==> config.mk <==
export PLATFORM = sky130hd
export DESIGN_NAME = star_spawner_flat
export DESIGN_NICKNAME = d
export VERILOG_FILES = /design/src/rtl/star_spawner_if.sv /design/src/rtl/star_spawner.sv /design/src/flat_wrapper.sv
export SDC_FILE = /design/constraint.sdc
export NUM_CORES = 1
export LEC_CHECK = 0
export CORE_ASPECT_RATIO = 0.9
export CORE_MARGIN = 1.5
export CORE_UTILIZATION = 47
export CTS_CLUSTER_DIAMETER = 30
export DETAILED_ROUTE_END_ITERATION = 7
export PLACE_DENSITY_LB_ADDON = 0.15
export SLEW_MARGIN = 20
export SYNTH_ARGS = -nofsm -noshare
export SYNTH_HDL_FRONTEND = slang
export SYNTH_SLANG_ARGS = --single-unit
==> constraint.sdc <==
create_clock -name CLK -period 1.8 [get_ports CLK]
set_input_delay 0.36 -clock CLK [delete_from_list [all_inputs] [get_ports CLK]]
set_output_delay 0.36 -clock CLK [all_outputs]
set_load 0.005 [all_outputs]
==> src/rtl/star_spawner_if.sv <==
// Bundles the frame/gameplay controls going into the star spawner and the
// spawn description coming back out of it.
interface star_spawner_if;
    logic       frame_tick;
    logic       Pause;
    logic       game_active;
    logic       StarBoost;
    logic       spawned;
    logic [9:0] X_Start;
    logic [9:0] Y_Start;
    logic [9:0] X_Step;
    logic [9:0] Y_Step;
    logic       boost_active;
    logic [7:0] spawn_count;

    // Game logic side: drives the frame/gameplay controls, consumes the spawn.
    modport master (
        output frame_tick,
        output Pause,
        output game_active,
        output StarBoost,
        input  spawned,
        input  X_Start,
        input  Y_Start,
        input  X_Step,
        input  Y_Step,
        input  boost_active,
        input  spawn_count
    );

    // Spawner side.
    modport slave (
        input  frame_tick,
        input  Pause,
        input  game_active,
        input  StarBoost,
        output spawned,
        output X_Start,
        output Y_Start,
        output X_Step,
        output Y_Step,
        output boost_active,
        output spawn_count
    );
endinterface

==> src/rtl/star_spawner.sv <==
// Star spawner: alternates a cooldown, a live star with a finite lifetime and
// a boost window after collection. Spawn position and motion come from a
// free-running 16-bit LFSR. Every output is a flop.
module star_spawner #(
    parameter logic [9:0]  COOLDOWN_FRAMES = 10'd300,
    parameter logic [9:0]  LIFETIME_FRAMES = 10'd600,
    parameter logic [9:0]  BOOST_FRAMES    = 10'd480,
    parameter logic [15:0] LFSR_SEED       = 16'hACE1
) (
    input  logic         CLK,
    input  logic         RESET_N,
    star_spawner_if.slave bus
);

    // A zero duration would never expire, so it behaves as one frame.
    localparam logic [9:0]  CD_LOAD   = (COOLDOWN_FRAMES == 10'd0) ? 10'd1 : COOLDOWN_FRAMES;
    localparam logic [9:0]  LIFE_LOAD = (LIFETIME_FRAMES == 10'd0) ? 10'd1 : LIFETIME_FRAMES;
    localparam logic [9:0]  BST_LOAD  = (BOOST_FRAMES    == 10'd0) ? 10'd1 : BOOST_FRAMES;
    // An all-zero LFSR is a lock-up state.
    localparam logic [15:0] SEED_LOAD = (LFSR_SEED == 16'h0000) ? 16'h0001 : LFSR_SEED;

    localparam logic [9:0]  POS_OFFSET = 10'd40;

    typedef enum logic [1:0] {
        IDLE     = 2'd0,
        COOLDOWN = 2'd1,
        LIVE     = 2'd2,
        BOOST    = 2'd3
    } state_t;

    state_t      state_q,        state_d;
    logic [9:0]  frame_cnt_q,    frame_cnt_d;
    logic [15:0] lfsr_q,         lfsr_d;
    logic        spawned_q,      spawned_d;
    logic        boost_active_q, boost_active_d;
    logic [9:0]  x_start_q,      x_start_d;
    logic [9:0]  y_start_q,      y_start_d;
    logic [9:0]  x_step_q,       x_step_d;
    logic [9:0]  y_step_q,       y_step_d;
    logic [7:0]  spawn_count_q,  spawn_count_d;

    logic counted_tick;
    logic expiry;

    // A frame only counts when the game is not paused; expiry is the last
    // counted frame of the current state, so the state lasts exactly N frames.
    assign counted_tick = bus.frame_tick & ~bus.Pause;
    assign expiry       = counted_tick && (frame_cnt_q == 10'd1);

    // Fibonacci LFSR, taps 16/14/13/11, shifting left; runs every cycle.
    always_comb begin
        lfsr_d = {lfsr_q[14:0], lfsr_q[15] ^ lfsr_q[13] ^ lfsr_q[12] ^ lfsr_q[10]};
    end

    // Next-state, frame counter, spawn latch and registered-output decode.
    always_comb begin
        state_d       = state_q;
        frame_cnt_d   = frame_cnt_q;
        x_start_d     = x_start_q;
        y_start_d     = y_start_q;
        x_step_d      = x_step_q;
        y_step_d      = y_step_q;
        spawn_count_d = spawn_count_q;

        if (counted_tick && (frame_cnt_q != 10'd0)) begin
            frame_cnt_d = frame_cnt_q - 10'd1;
        end

        if (!bus.game_active) begin
            // Leaving the round keeps the last spawn description and count.
            state_d     = IDLE;
            frame_cnt_d = 10'd0;
        end else begin
            case (state_q)
                IDLE: begin
                    // A fresh round starts counting spawns from zero.
                    state_d       = COOLDOWN;
                    frame_cnt_d   = CD_LOAD;
                    spawn_count_d = 8'd0;
                end
                COOLDOWN: begin
                    if (expiry) begin
                        state_d       = LIVE;
                        frame_cnt_d   = LIFE_LOAD;
                        x_start_d     = {1'b0, lfsr_q[8:0]} + POS_OFFSET;
                        y_start_d     = {2'b00, lfsr_q[15:8]} + POS_OFFSET;
                        x_step_d      = {8'd0, lfsr_q[1:0]} + 10'd1;
                        y_step_d      = {8'd0, lfsr_q[3:2]} + 10'd1;
                        spawn_count_d = spawn_count_q + 8'd1;
                    end
                end
                LIVE: begin
                    // Collection beats a simultaneous timeout and is honoured
                    // even while paused.
                    if (bus.StarBoost) begin
                        state_d     = BOOST;
                        frame_cnt_d = BST_LOAD;
                    end else if (expiry) begin
                        state_d     = COOLDOWN;
                        frame_cnt_d = CD_LOAD;
                    end
                end
                BOOST: begin
                    if (expiry) begin
                        state_d     = COOLDOWN;
                        frame_cnt_d = CD_LOAD;
                    end
                end
                default: begin
                    state_d     = IDLE;
                    frame_cnt_d = 10'd0;
                end
            endcase
        end

        // Status flags are decoded from the next state so they change on the
        // same edge as the state they describe.
        spawned_d      = (state_d == LIVE);
        boost_active_d = (state_d == BOOST);
    end

    // State and output registers with immediate asynchronous clear.
    always_ff @(posedge CLK or negedge RESET_N) begin
        if (!RESET_N) begin
            state_q        <= IDLE;
            frame_cnt_q    <= 10'd0;
            lfsr_q         <= SEED_LOAD;
            spawned_q      <= 1'b0;
            boost_active_q <= 1'b0;
            x_start_q      <= 10'd0;
            y_start_q      <= 10'd0;
            x_step_q       <= 10'd0;
            y_step_q       <= 10'd0;
            spawn_count_q  <= 8'd0;
        end else begin
            state_q        <= state_d;
            frame_cnt_q    <= frame_cnt_d;
            lfsr_q         <= lfsr_d;
            spawned_q      <= spawned_d;
            boost_active_q <= boost_active_d;
            x_start_q      <= x_start_d;
            y_start_q      <= y_start_d;
            x_step_q       <= x_step_d;
            y_step_q       <= y_step_d;
            spawn_count_q  <= spawn_count_d;
        end
    end

    assign bus.spawned      = spawned_q;
    assign bus.boost_active = boost_active_q;
    assign bus.X_Start      = x_start_q;
    assign bus.Y_Start      = y_start_q;
    assign bus.X_Step       = x_step_q;
    assign bus.Y_Step       = y_step_q;
    assign bus.spawn_count  = spawn_count_q;

endmodule

==> src/flat_wrapper.sv <==
// flat-port wrapper written by rule: the top's interface ports become plain ports
module star_spawner_flat 
#(
    parameter logic [9:0]  COOLDOWN_FRAMES = 10'd300,
    parameter logic [9:0]  LIFETIME_FRAMES = 10'd600,
    parameter logic [9:0]  BOOST_FRAMES    = 10'd480,
    parameter logic [15:0] LFSR_SEED       = 16'hACE1
)
  (CLK, RESET_N, bus_frame_tick, bus_Pause, bus_game_active, bus_StarBoost, bus_spawned, bus_X_Start, bus_Y_Start, bus_X_Step, bus_Y_Step, bus_boost_active, bus_spawn_count);
  star_spawner_if bus_i ();
  input  logic CLK;
  input  logic RESET_N;
  input wire logic [$bits(bus_i.frame_tick)-1:0] bus_frame_tick;
  input wire logic [$bits(bus_i.Pause)-1:0] bus_Pause;
  input wire logic [$bits(bus_i.game_active)-1:0] bus_game_active;
  input wire logic [$bits(bus_i.StarBoost)-1:0] bus_StarBoost;
  output wire logic [$bits(bus_i.spawned)-1:0] bus_spawned;
  output wire logic [$bits(bus_i.X_Start)-1:0] bus_X_Start;
  output wire logic [$bits(bus_i.Y_Start)-1:0] bus_Y_Start;
  output wire logic [$bits(bus_i.X_Step)-1:0] bus_X_Step;
  output wire logic [$bits(bus_i.Y_Step)-1:0] bus_Y_Step;
  output wire logic [$bits(bus_i.boost_active)-1:0] bus_boost_active;
  output wire logic [$bits(bus_i.spawn_count)-1:0] bus_spawn_count;
  assign bus_i.frame_tick = bus_frame_tick;
  assign bus_i.Pause = bus_Pause;
  assign bus_i.game_active = bus_game_active;
  assign bus_i.StarBoost = bus_StarBoost;
  assign bus_spawned = bus_i.spawned;
  assign bus_X_Start = bus_i.X_Start;
  assign bus_Y_Start = bus_i.Y_Start;
  assign bus_X_Step = bus_i.X_Step;
  assign bus_Y_Step = bus_i.Y_Step;
  assign bus_boost_active = bus_i.boost_active;
  assign bus_spawn_count = bus_i.spawn_count;
  star_spawner #(.COOLDOWN_FRAMES(COOLDOWN_FRAMES), .LIFETIME_FRAMES(LIFETIME_FRAMES), .BOOST_FRAMES(BOOST_FRAMES), .LFSR_SEED(LFSR_SEED)) u_core (.CLK(CLK), .RESET_N(RESET_N), .bus(bus_i));
endmodule
== After elaboration in Yosys (flattened, before gate mapping) ==
Cells that the tools add are included.
Widths: inputs -> output; s select.
Storage, ports and cells
  bits in registers: 78
  bits in latches: 0
  RAM bits: 0
  bits in read-only memories: 0
  input port bits: 6
  logic and storage cells: 48
  memories: 0
Operators by class
  add/subtract/negate cells: 6
  multiply operators: 0
  div/mod/pow operators: 0
  magnitude comparators: 0
  equal/unequal tests: 7
  shift operators: 0
  mux-type cells: 13
  bitwise logic cells: 5
  reductions and logical operators: 7
Operator list (count)
  $mux 10: 5
  $pmux 10 s4: 1
  $pmux 8 s2: 1
  $add 9x6->10 const B: 1
  $eq 10x1->1 const B: 1
  $reduce_bool 10->1: 1
  $sub 10x1->10 const B: 1
  $add 8x6->9 const B: 1
  $add 8x1->8 const B: 1
  $eq 2x2->1 const B: 4
  $mux 2: 4
  $mux 8: 1
  $pmux 2 s4: 1
  $add 2x1->3 const B: 2
  $reduce_and 3->1: 2
  $xor 1x1->1: 3
  $eq 2x1->1 const B: 1
  $logic_and 1x1->1: 2
  $logic_not 2->1: 1
  $ne 2x1->1 const B: 1
  $reduce_bool 2->1: 1
  $and 1x1->1: 1
  $not 1->1: 1

== Longest topological paths before layout ==
Gate-level depths: netlist of run 1.
  depth after elaboration: 8
  mapped depth: 9
  gate-level depth less buffers: 7

== Least setup slack after synthesis of run 1 ==
Ideal clock, no wire load.
  kind: reg2reg
  start point: register u_core.frame_cnt_q[1]
  end point: register u_core.spawn_count_q[4] (netlist: u_core.bus.spawn_count[4])
  arrival time: 1818 ps
  required time: 1679 ps
  slack: -139 ps
  stages on the path, launching flop included: 9
  buffers on the path: 1
  clock period less this slack: 1939 ps
  cells stage by stage: dfrtp_1 inv_1 ha_1 nor3b_2 and4_4 buf_6 nand4_2 mux2_4 a22o_1
On the way
  word-level cells in the longest chain between the ends: 4
RTL lines
  from (decl): line star_spawner.sv:32  | logic [9:0] frame_cnt_q, frame_cnt_d;
  from (signal assigned): line star_spawner.sv:137  | frame_cnt_q <= frame_cnt_d;
  $eq 10x1->1: line star_spawner.sv:48  | assign expiry = counted_tick && (frame_cnt_q == 10'd1);
  $logic_and 1x1->1: line star_spawner.sv:48
  $ne 2x1->1 (no source line)
  $reduce_and 3->1 (no source line)
  to (signal assigned): line star_spawner.sv:145  | spawn_count_q <= spawn_count_d;
  to (decl): line star_spawner.sv:40  | logic [7:0] spawn_count_q, spawn_count_d;
No other way between the ends.
A chain may end at the register's enable or synchronous reset.

== Worst setup path after layout of run 1 ==
  start point: register u_core.frame_cnt_q[1]
  end point: register u_core.x_start_q[0] (netlist: u_core.bus.X_Start[0])
On the way
  word-level cells in the longest chain between the ends: 3
RTL lines
  $eq 10x1->1: line star_spawner.sv:48
  $logic_and 1x1->1: line star_spawner.sv:48
  $reduce_and 3->1 (no source line)
  to (signal assigned): line star_spawner.sv:141  | x_start_q <= x_start_d;
  to (decl): line star_spawner.sv:36  | logic [9:0] x_start_q, x_start_d;
No other way between the ends.

==> results of run 1 <==
-- cells by family after synthesis --
kind of cell    count (synthesis)  synth area share [%]
flops                          63                  51.3
other cells                     1                 0.121
mux                            16                  5.91
fa+ha+maj                       8                  3.24
simple gates                   78                  13.8
buf+inv                        33                  6.96
compound gates                 67                  15.0
xor+xnor                       13                  3.68
-- cell type report --
type | instances | share of cell area [%]
timing repair buffer | 95 | 20.5
tap | 87 | 2.44
inverter | 5 | 0.420
clock inverter | 3 | 0.952
sequential | 63 | 35.5
multi-input combinational | 197 | 36.6
clock buffer | 13 | 3.56
-- flip-flops by register name, indices dropped and copies added (netlist names) --
register                 flops
u_core.lfsr_q               16
u_core.bus.X_Start          10
u_core.frame_cnt_q          10
u_core.bus.Y_Start           9
u_core.bus.spawn_count       8
u_core.bus.X_Step            3
u_core.bus.Y_Step            3
u_core.state_q               2
u_core.bus.boost_active      1
u_core.bus.spawned           1
-- metal layers --
layer  wire length (um)  share of wire (%)  vias to the layer above
li1                   -                  -                     1163
met1               3390                 48                     1209
met2               3290                 47                       64
met3                299                4.3                        4
met4                 36               0.51                        0
met5                  0                  0                        -
-- how the worst min path moves through the flow --
| stage | start | to | slack, ps | cells past startpoint |
|---|---|---|---|---|
| global placement | RESET_N | u_core.bus.spawn_count[1]$_DFFE_PN0P_ | 310 | 1 |
| global route | u_core.lfsr_q[10]$_DFF_PN1_ | u_core.lfsr_q[11]$_DFF_PN1_ | 390 | 0 |
| floorplan | RESET_N | u_core.bus.X_Start[0]$_DFFE_PN0P_ | 60 | 0 |
| detailed placement | RESET_N | u_core.bus.spawn_count[0]$_DFFE_PN0P_ | 320 | 1 |
| CTS | u_core.lfsr_q[9]$_DFF_PN0_ | u_core.lfsr_q[10]$_DFF_PN1_ | 380 | 0 |
| finish | u_core.lfsr_q[9]$_DFF_PN0_ | u_core.lfsr_q[10]$_DFF_PN1_ | 370 | 0 |
-- what timing repair did --
item,4_1_cts,5_1_grt
resized for setup,24,57
hold buffers,1,0
setup buffers,6,6
setup endpoints to repair,31,40
pin swaps,9,30
hold endpoints to repair,15,0
cloned,1,1
-- placed cells by master (no fill, tap or decap), types with 9 or more instances in the layout --
cell type and n:
buf_4 42, clkbuf_8 11, clkdlybuf4s50_1 39, conb_1 15
dfrtp_1 54, mux2_2 13, nand2_1 14, nor2_1 12
o21ai_0 9, o21ai_1 10
-- stage by stage --
| step | worst slack (ps) | cell area (um^2) | hold slack, ps |
|---|---|---|---|
| finish | -52.8 | 4470 | 375 |
| global route | -122 | 4470 | 385 |
| CTS | -7.48 | 4220 | 378 |
| detailed placement | -393 | 3810 | 322 |
| global placement | -376 | 3810 | 315 |
| floorplan | -61.4 | 3170 | 64.4 |
-- power by group through the flow --
stage	combinational, uW	clock, uW	sequential, uW
floorplan	168	0	1480
global placement	278	0	1480
detailed placement	282	0	1480
CTS	326	1260	1460
global route	403	1340	1470
finish	366	1230	1460
==> reports/qor.txt, run 1 <==
Outcome: finished with violations
Failing checks: setup timing
Final Setup Violations: 15
Die Span X: 88.5 um
Leakage: 0.00201 uW
#FFs+latches synth: 63
Core Util, Final: 71.5%
Worst r2r dst: u_core.bus.X_Start[0]$_DFFE_PN0P_
Vias: 2,440
Synth warnings: 0
Most frequent cell after synthesis: dfrtp_1
PortBufs: 40
Crit-path max cell delay: 390 ps
Fin. max-slew vios: 0
Nets: 385
# clock sinks: 63
Drt via density: 5.27
HP Class: reg2reg
Seq/Total Area, Yosys: 51.3%
Critical path endpoint category: flop
Post-Layout Cell Count: 463
Most crowded layer after global routing: met2
CTS Root Cell: clkbuf_8
Critical Path Source Type: flop
Crit path to: u_core.bus.X_Start[0]$_DFFE_PN0P_
Logic pwr share: 12.0%
DR WL/cell: 15.2 um
Slowest-stage cell, CP: dfrtp_1
Worst vdd ir: 0.663 mV
Crit-path cells: inv_2, ha_4, nor3b_4, and4_4, nand3_4, clkbuf_16, mux2_2
TritonCTS clock tree: built
Worst endpoint required time: 2010 ps
DR pass1 iterations: 4
Gpl congestion: 0.875
Cell area after synthesis: 0.00309 mm^2
Row cnt: 27
RSZ-0062 raised after global routing: yes
FF+latch area: 0.00159 mm^2
Worst-path clk slew: 70 ps
Crit path arrival time: 2060 ps
DRC: 0
Area growth, synth to finish: 44.5%
Die Y: 80.0 um
Critical path class: reg2reg
Initial core utilization: 49.5%
Initial DRC count: 111
Largest fanout on the critical path: 6
First-pass GRT wire length: 11,100 um
IO Pins: 56
Worst Setup SP: u_core.frame_cnt_q[1]$_DFF_PN0_
DP HPWL: 4440 um
Cts bufs inserted: 9
Area leader, netlist: dfrtp_1
Register share of total power: 47.9%
Maximum root-to-sink buffer count: 2
H-tree Lvls: 3
# fillers: 447
Area of the multi-input gates: 0.00164 mm^2
Setup ws final: -52.8 ps
Final hold vios: 0
Sw Ratio: 23.8%
R2R Path Start: u_core.frame_cnt_q[1]$_DFF_PN0_
Mean post-synth cell area: 11.1 um^2
Antenna violations before repair: 0
Met2 usage: 30.5%
Stages on worst setup path: 7
Synth top area share: 44.5%
Sw Pwr: 728 uW
Register-to-Register Path Depth: 7
Power consumption: 3050 uW
Placed insts: 432
Final period utilization: 103%
Share of post-route cells with drive strength above 1: 39.9%
Power per Cell Area: 684 mW/mm^2
Crit path max-delay family: simple AND/OR/NAND/NOR gates
Fmax: 540 MHz
Synth async-reset ratio: 100%
Post-layout min period: 1850 ps
Pin count of the biggest net entering global routing: 37
Worst Skew: 9.72 ps
Number of max-cap violations: 0
Buf/Inv on CP: 2
Final wirelength: 7020 um
Final ANT Viol Nets: 0
GRT Total Usage: 20.8%
Full die area: 0.00708 mm^2
Overflow after GRT: 0
R2R setup slack: -50 ps
Final setup TNS: -549 ps
GR Util met1: 29.7%
Area contributors post-synth: dfrtp_1 44%, dfstp_2 6.8%, mux2_2 5.1%
Synthesized instance count: 279
Synth cell types: 61
Top_reg_cell synth: dfrtp_1
Met3 Track Usage GR: 6.41%
Clock power share: 40.1%
Number of global-route vias before repair: 2,335
Post-synth EDFFs: 0
CORE AREA: 0.00625 mm^2
Top cells by count, synth: 55 x dfrtp_1, 24 x nand2_1, 21 x o21ai_0
Worst-Skew Late Latency: 330 ps
Diode count: 0
Cell internal pwr: 2330 uW
(Power assumes the default switching activity.)
==> inputs of run 2 (changes only) <==
--- a/config.mk
+++ b/config.mk
@@ -7,8 +7,9 @@
 export LEC_CHECK = 0
 export CORE_ASPECT_RATIO = 0.9
 export CORE_MARGIN = 1.5
-export CORE_UTILIZATION = 47
+export CORE_UTILIZATION = 52
 export CTS_CLUSTER_DIAMETER = 30
+export CTS_CLUSTER_SIZE = 20
 export DETAILED_ROUTE_END_ITERATION = 7
 export PLACE_DENSITY_LB_ADDON = 0.15
 export SLEW_MARGIN = 20
==> constraint.sdc (replaced) <==
create_clock -name CLK -period 2.05 [get_ports CLK]
set_input_delay 0.41 -clock CLK [delete_from_list [all_inputs] [get_ports CLK]]
set_output_delay 0.41 -clock CLK [all_outputs]
set_load 0.005 [all_outputs]
==> reports/qor.txt, run 2 (synthesis results as in run 1) <==
Hold-fix buffers, CTS: 0
TritonCTS clock tree: built
Commonest non-fill, non-tap cell in the layout: dfrtp_1
Outcome: completed
Final setup TNS: 0 ps
Critical path class: reg2reg
First-pass GRT wire length: 10,700 um
Max reg flops: 16
HP Class: in2async
Nets: 356
DR pass1 iterations: 5
DRC: 0
Post-layout min period: 2000 ps
Worst vdd ir: 0.578 mV
Power consumption: 2860 uW
# clock sinks: 63
Most frequent cells in the layout: 55 x dfrtp_1, 39 x clkdlybuf4s50_1, 24 x nand2_1
Maximum root-to-sink buffer count: 2
Fmax: 500 MHz
Final hold vios: 0
Cell area after placement: 0.00364 mm^2
Final ANT Viol Nets: 0
Critical path endpoint category: flop
Placed insts: 400
Critical Path Source Type: flop
GRT Total Usage: 21.0%
Final wirelength: 6440 um
Vias: 2,306
CTS Root Cell: clkbuf_8
Crit path arrival time: 2260 ps
Least-Margin Pin Slew: 515 ps
Overflow after GRT: 0
Post-route cell area: 0.00396 mm^2
R2R Path Start: u_core.frame_cnt_q[1]$_DFF_PN0_
Post-Layout Cell Count: 417
Initial core utilization: 54.3%
Largest Register: u_core.lfsr_q
Antenna violations before repair: 0
H-tree Lvls: 3
Worst-Skew Late Latency: 340 ps
Full die area: 0.00642 mm^2
Max-slew headroom: 65.6%
PortBufs: 40
Gpl congestion: 0.895
Leakage: 0.00179 uW
Post-CTS Setup Inserts: 0
Worst Skew: 7.24 ps
Share of post-route cells with drive strength above 1: 23.9%
Power per Cell Area: 723 mW/mm^2
Worst-path clk slew: 80 ps
Fin. max-slew vios: 0
Die Span X: 84.3 um
Number of max-cap violations: 0
DR WL/cell: 15.5 um
Die Y: 76.2 um
Area growth, synth to finish: 28.2%
Initial DRC count: 90
Final period utilization: 97.6%
Cts bufs inserted: 9
IO Pins: 56
Largest fanout on the critical path: 5
Worst Setup SP: u_core.frame_cnt_q[1]$_DFF_PN0_
Post-CTS sizing: 0
Diode count: 0
Row cnt: 26
DP HPWL: 4410 um
Number of global-route vias before repair: 2,201
Worst endpoint required time: 2310 ps
CORE AREA: 0.00569 mm^2
Drt via density: 5.53
Final Setup Violations: 0
Pin count of the biggest net entering global routing: 43
run 2: power by group:
part           internal [uW]  switching [uW]
clock network            825             531
logic                   97.0             127
registers               1260            24.5
run 2: metal layers:
| metal | vias up | global-route usage [%] | share of wire [%] |
|---|---|---|---|
| met2 | 76 | 31.8 | 46 |
| met3 | 9 | 6.50 | 6.3 |
| met4 | 0 | 5.90 | 1.4 |
| met5 | - | 0 | 0 |
| met1 | 1118 | 29.5 | 47 |
| li1 | 1103 | - | - |
run 2: layout make-up:
type / count / area [um^2]
Sequential cell: 63 / 1590
Inverter: 5 / 18.8
Clock inverter: 7 / 125
Multi-Input combinational cell: 197 / 1390
Fill cell: 408 / 1730
Timing Repair Buffer: 66 / 633
Tap cell: 70 / 87.6
Clock buffer: 9 / 124
run 2: path summary, 6_finish.rpt:
kind                                                    endpoint  slack (ps)  depth (start not counted)
max                              u_core.frame_cnt_q[1]$_DFF_PN0_          50                          7
min                        u_core.bus.spawn_count[4]$_DFFE_PN0P_          30                          1
max reg2reg                      u_core.frame_cnt_q[1]$_DFF_PN0_          50                          7
min reg2reg                          u_core.lfsr_q[11]$_DFF_PN1_         390                          0
max in group asynchronous            u_core.lfsr_q[11]$_DFF_PN1_        1360                          2
min in group CLK                     u_core.lfsr_q[11]$_DFF_PN1_         390                          0
run 2: stage by stage:
step	hold slack (ps)	setup WS [ps]	utilization [%]
6_report	33.3	48.4	69.6
5_1_grt	59.8	-9.06	69.6
4_1_cts	35.6	49.2	68.4
3_5_place_dp	358	-132	64.0
3_3_place_gp	361	-118	64.0
2_1_floorplan	114	111	-
run 2: critical path: stages, from the launching register on:
cell	delay [ps]
dfrtp_1	380
inv_1	110
buf_4	130
ha_1	240
nand3_1	150
o41ai_2	400
mux2_2	390
nor3_1	120
==> inputs of run 3 (changes only) <==
--- a/config.mk
+++ b/config.mk
@@ -11,6 +11,7 @@
 export CTS_CLUSTER_DIAMETER = 30
 export CTS_CLUSTER_SIZE = 20
 export DETAILED_ROUTE_END_ITERATION = 7
+export GPL_ROUTABILITY_DRIVEN = 0
 export PLACE_DENSITY_LB_ADDON = 0.15
 export SLEW_MARGIN = 20
 export SYNTH_ARGS = -nofsm -noshare
==> reports/qor.txt, run 3 (synthesis results as in run 1) <==
Commonest non-fill, non-tap cell in the layout: dfrtp_1
Most frequent cells in the layout: 54 x dfrtp_1, 39 x clkdlybuf4s50_1, 24 x nand2_1
PortBufs: 40
Share of post-route cells with drive strength above 1: 23.9%
Final hold vios: 0
Power per Cell Area: 655 mW/mm^2
Worst-path clk slew: 70 ps
Diode count: 0
Fin. max-slew vios: 0
TritonCTS clock tree: built
Final period utilization: 95.3%
Cts bufs inserted: 9
HP Class: in2async
Worst vdd ir: 0.443 mV
RSZ-0062 raised after global routing: no
Crit path arrival time: 2180 ps
Fmax: 512 MHz
Drt via density: 5.56
Number of global-route vias before repair: 2,187
Post-CTS Setup Inserts: 0
Initial DRC count: 131
Least-Margin Pin Slew: 503 ps
Critical path class: reg2reg
First-pass GRT wire length: 10,600 um
# clock sinks: 63
Core Util, Final: 68.1%
Final ANT Viol Nets: 0
Crit path max-delay family: simple AND/OR/NAND/NOR gates
Pin count of the biggest net entering global routing: 42
Buf/Inv on CP: 1
Worst Skew: 7.85 ps
Critical Path Source Type: flop
Max reg flops: 16
Max-slew headroom: 66.5%
Final Setup Violations: 0
Worst endpoint required time: 2270 ps
Crit-path max cell delay: 390 ps
# fillers: 423
Die Span X: 84.3 um
Vias: 2,295
Antenna violations before repair: 0
Worst r2r dst: u_core.bus.spawn_count[4]$_DFFE_PN0P_
CORE AREA: 0.00569 mm^2
Crit-path cells: inv_2, ha_4, nor3b_4, and4_4, nand4_2, mux2_4, a22o_1
Initial core utilization: 54.3%
H-tree Lvls: 3
Overflow after GRT: 0
Final setup TNS: 0 ps
Critical path endpoint category: flop
Maximum root-to-sink buffer count: 2
Number of max-cap violations: 0
IO Pins: 56
Largest Register: u_core.lfsr_q
Slowest-stage cell, CP: dfrtp_1
R2R setup slack: 100 ps
R2R Path Start: u_core.frame_cnt_q[1]$_DFF_PN0_
Full die area: 0.00642 mm^2
DP HPWL: 4190 um
Largest fanout on the critical path: 5
Hold WS: 52.0 ps
DRC: 0
DR WL/cell: 14.9 um
Nets: 352
Area growth, synth to finish: 25.3%
Leakage: 0.00174 uW
Final wirelength: 6160 um
GRT Total Usage: 21.2%
Die Y: 76.2 um
Post-layout min period: 1950 ps
Worst-Skew Late Latency: 340 ps
Register-to-Register Path Depth: 7
CTS Root Cell: clkbuf_8
Row cnt: 26
Outcome: completed
DR pass1 iterations: 4
[run 3: cell types whose count changed in the layout (fill, tap and decap cells not counted), sizes merged]
cell,previous run,this run
clkinv,0,4
clkbuf,10,11
bufinv,3,1
buf,26,22
inv,9,5
clkinvlp,0,1
[run 3: per-layer routing]
metal,part of all wire [%],vias up,global-route usage [%]
met5,0,-,0
met4,1.3,0,6.39
met3,6.6,8,7.69
met2,46,87,32.1
met1,46,1112,28.8
li1,-,1088,-
[run 3: through the flow]
stage	setup WS, ps	power, uW	std cells	instance area, um^2
floorplan	111	1450	293	3150
global placement	-134	1510	396	3600
detailed placement	-151	1510	396	3600
CTS	-24.6	2550	412	3790
global route	0.564	2650	413	3870
finish	96.5	2540	413	3870
[run 3: what timing repair did]
| action | 4_1_cts | 5_1_grt |
|---|---|---|
| gates resized for setup | 0 | 12 |
| pin swaps | 0 | 1 |
| endpoints found under the setup margin | 2 | 34 |
| gates cloned | 0 | 1 |
| hold buffers | 0 | 0 |
[run 3: worst max-delay path by stage]
stage	from	to	slack, ps	depth (start not counted)
after global placement	bus_Pause	u_core.bus.spawn_count[7]$_DFFE_PN0P_	-130	6
after detailed placement	bus_Pause	u_core.bus.spawn_count[7]$_DFFE_PN0P_	-150	6
final	u_core.frame_cnt_q[1]$_DFF_PN0_	u_core.bus.spawn_count[4]$_DFFE_PN0P_	100	7
after CTS	u_core.frame_cnt_q[1]$_DFF_PN0_	u_core.bus.spawn_count[7]$_DFFE_PN0P_	-20	7
after global routing	u_core.frame_cnt_q[1]$_DFF_PN0_	u_core.bus.spawn_count[4]$_DFFE_PN0P_	0.6	7
after floorplan	u_core.frame_cnt_q[1]$_DFF_PN0_	u_core.bus.spawn_count[4]$_DFFE_PN0P_	110	8
[run 3: where the power goes]
group	internal (uW)	total (uW)	leakage [uW]	switching [uW]
Sequential	1260	1290	0.000840	26.0
Combinational	90.8	215	0.000807	125
Clock	557	1040	0.0000960	479
[run 3: layout make-up]
cell class              count  area [um^2]  share of cell area [%]
multi-input cells         197         1400                    36.2
inverters                   5         18.8                   0.484
flip-flops and latches     63         1590                    41.0
clock inverters             6         61.3                    1.58
clock buffers              10          128                    3.29
well taps                  70         87.6                    2.26
repair buffers             62          591                    15.2
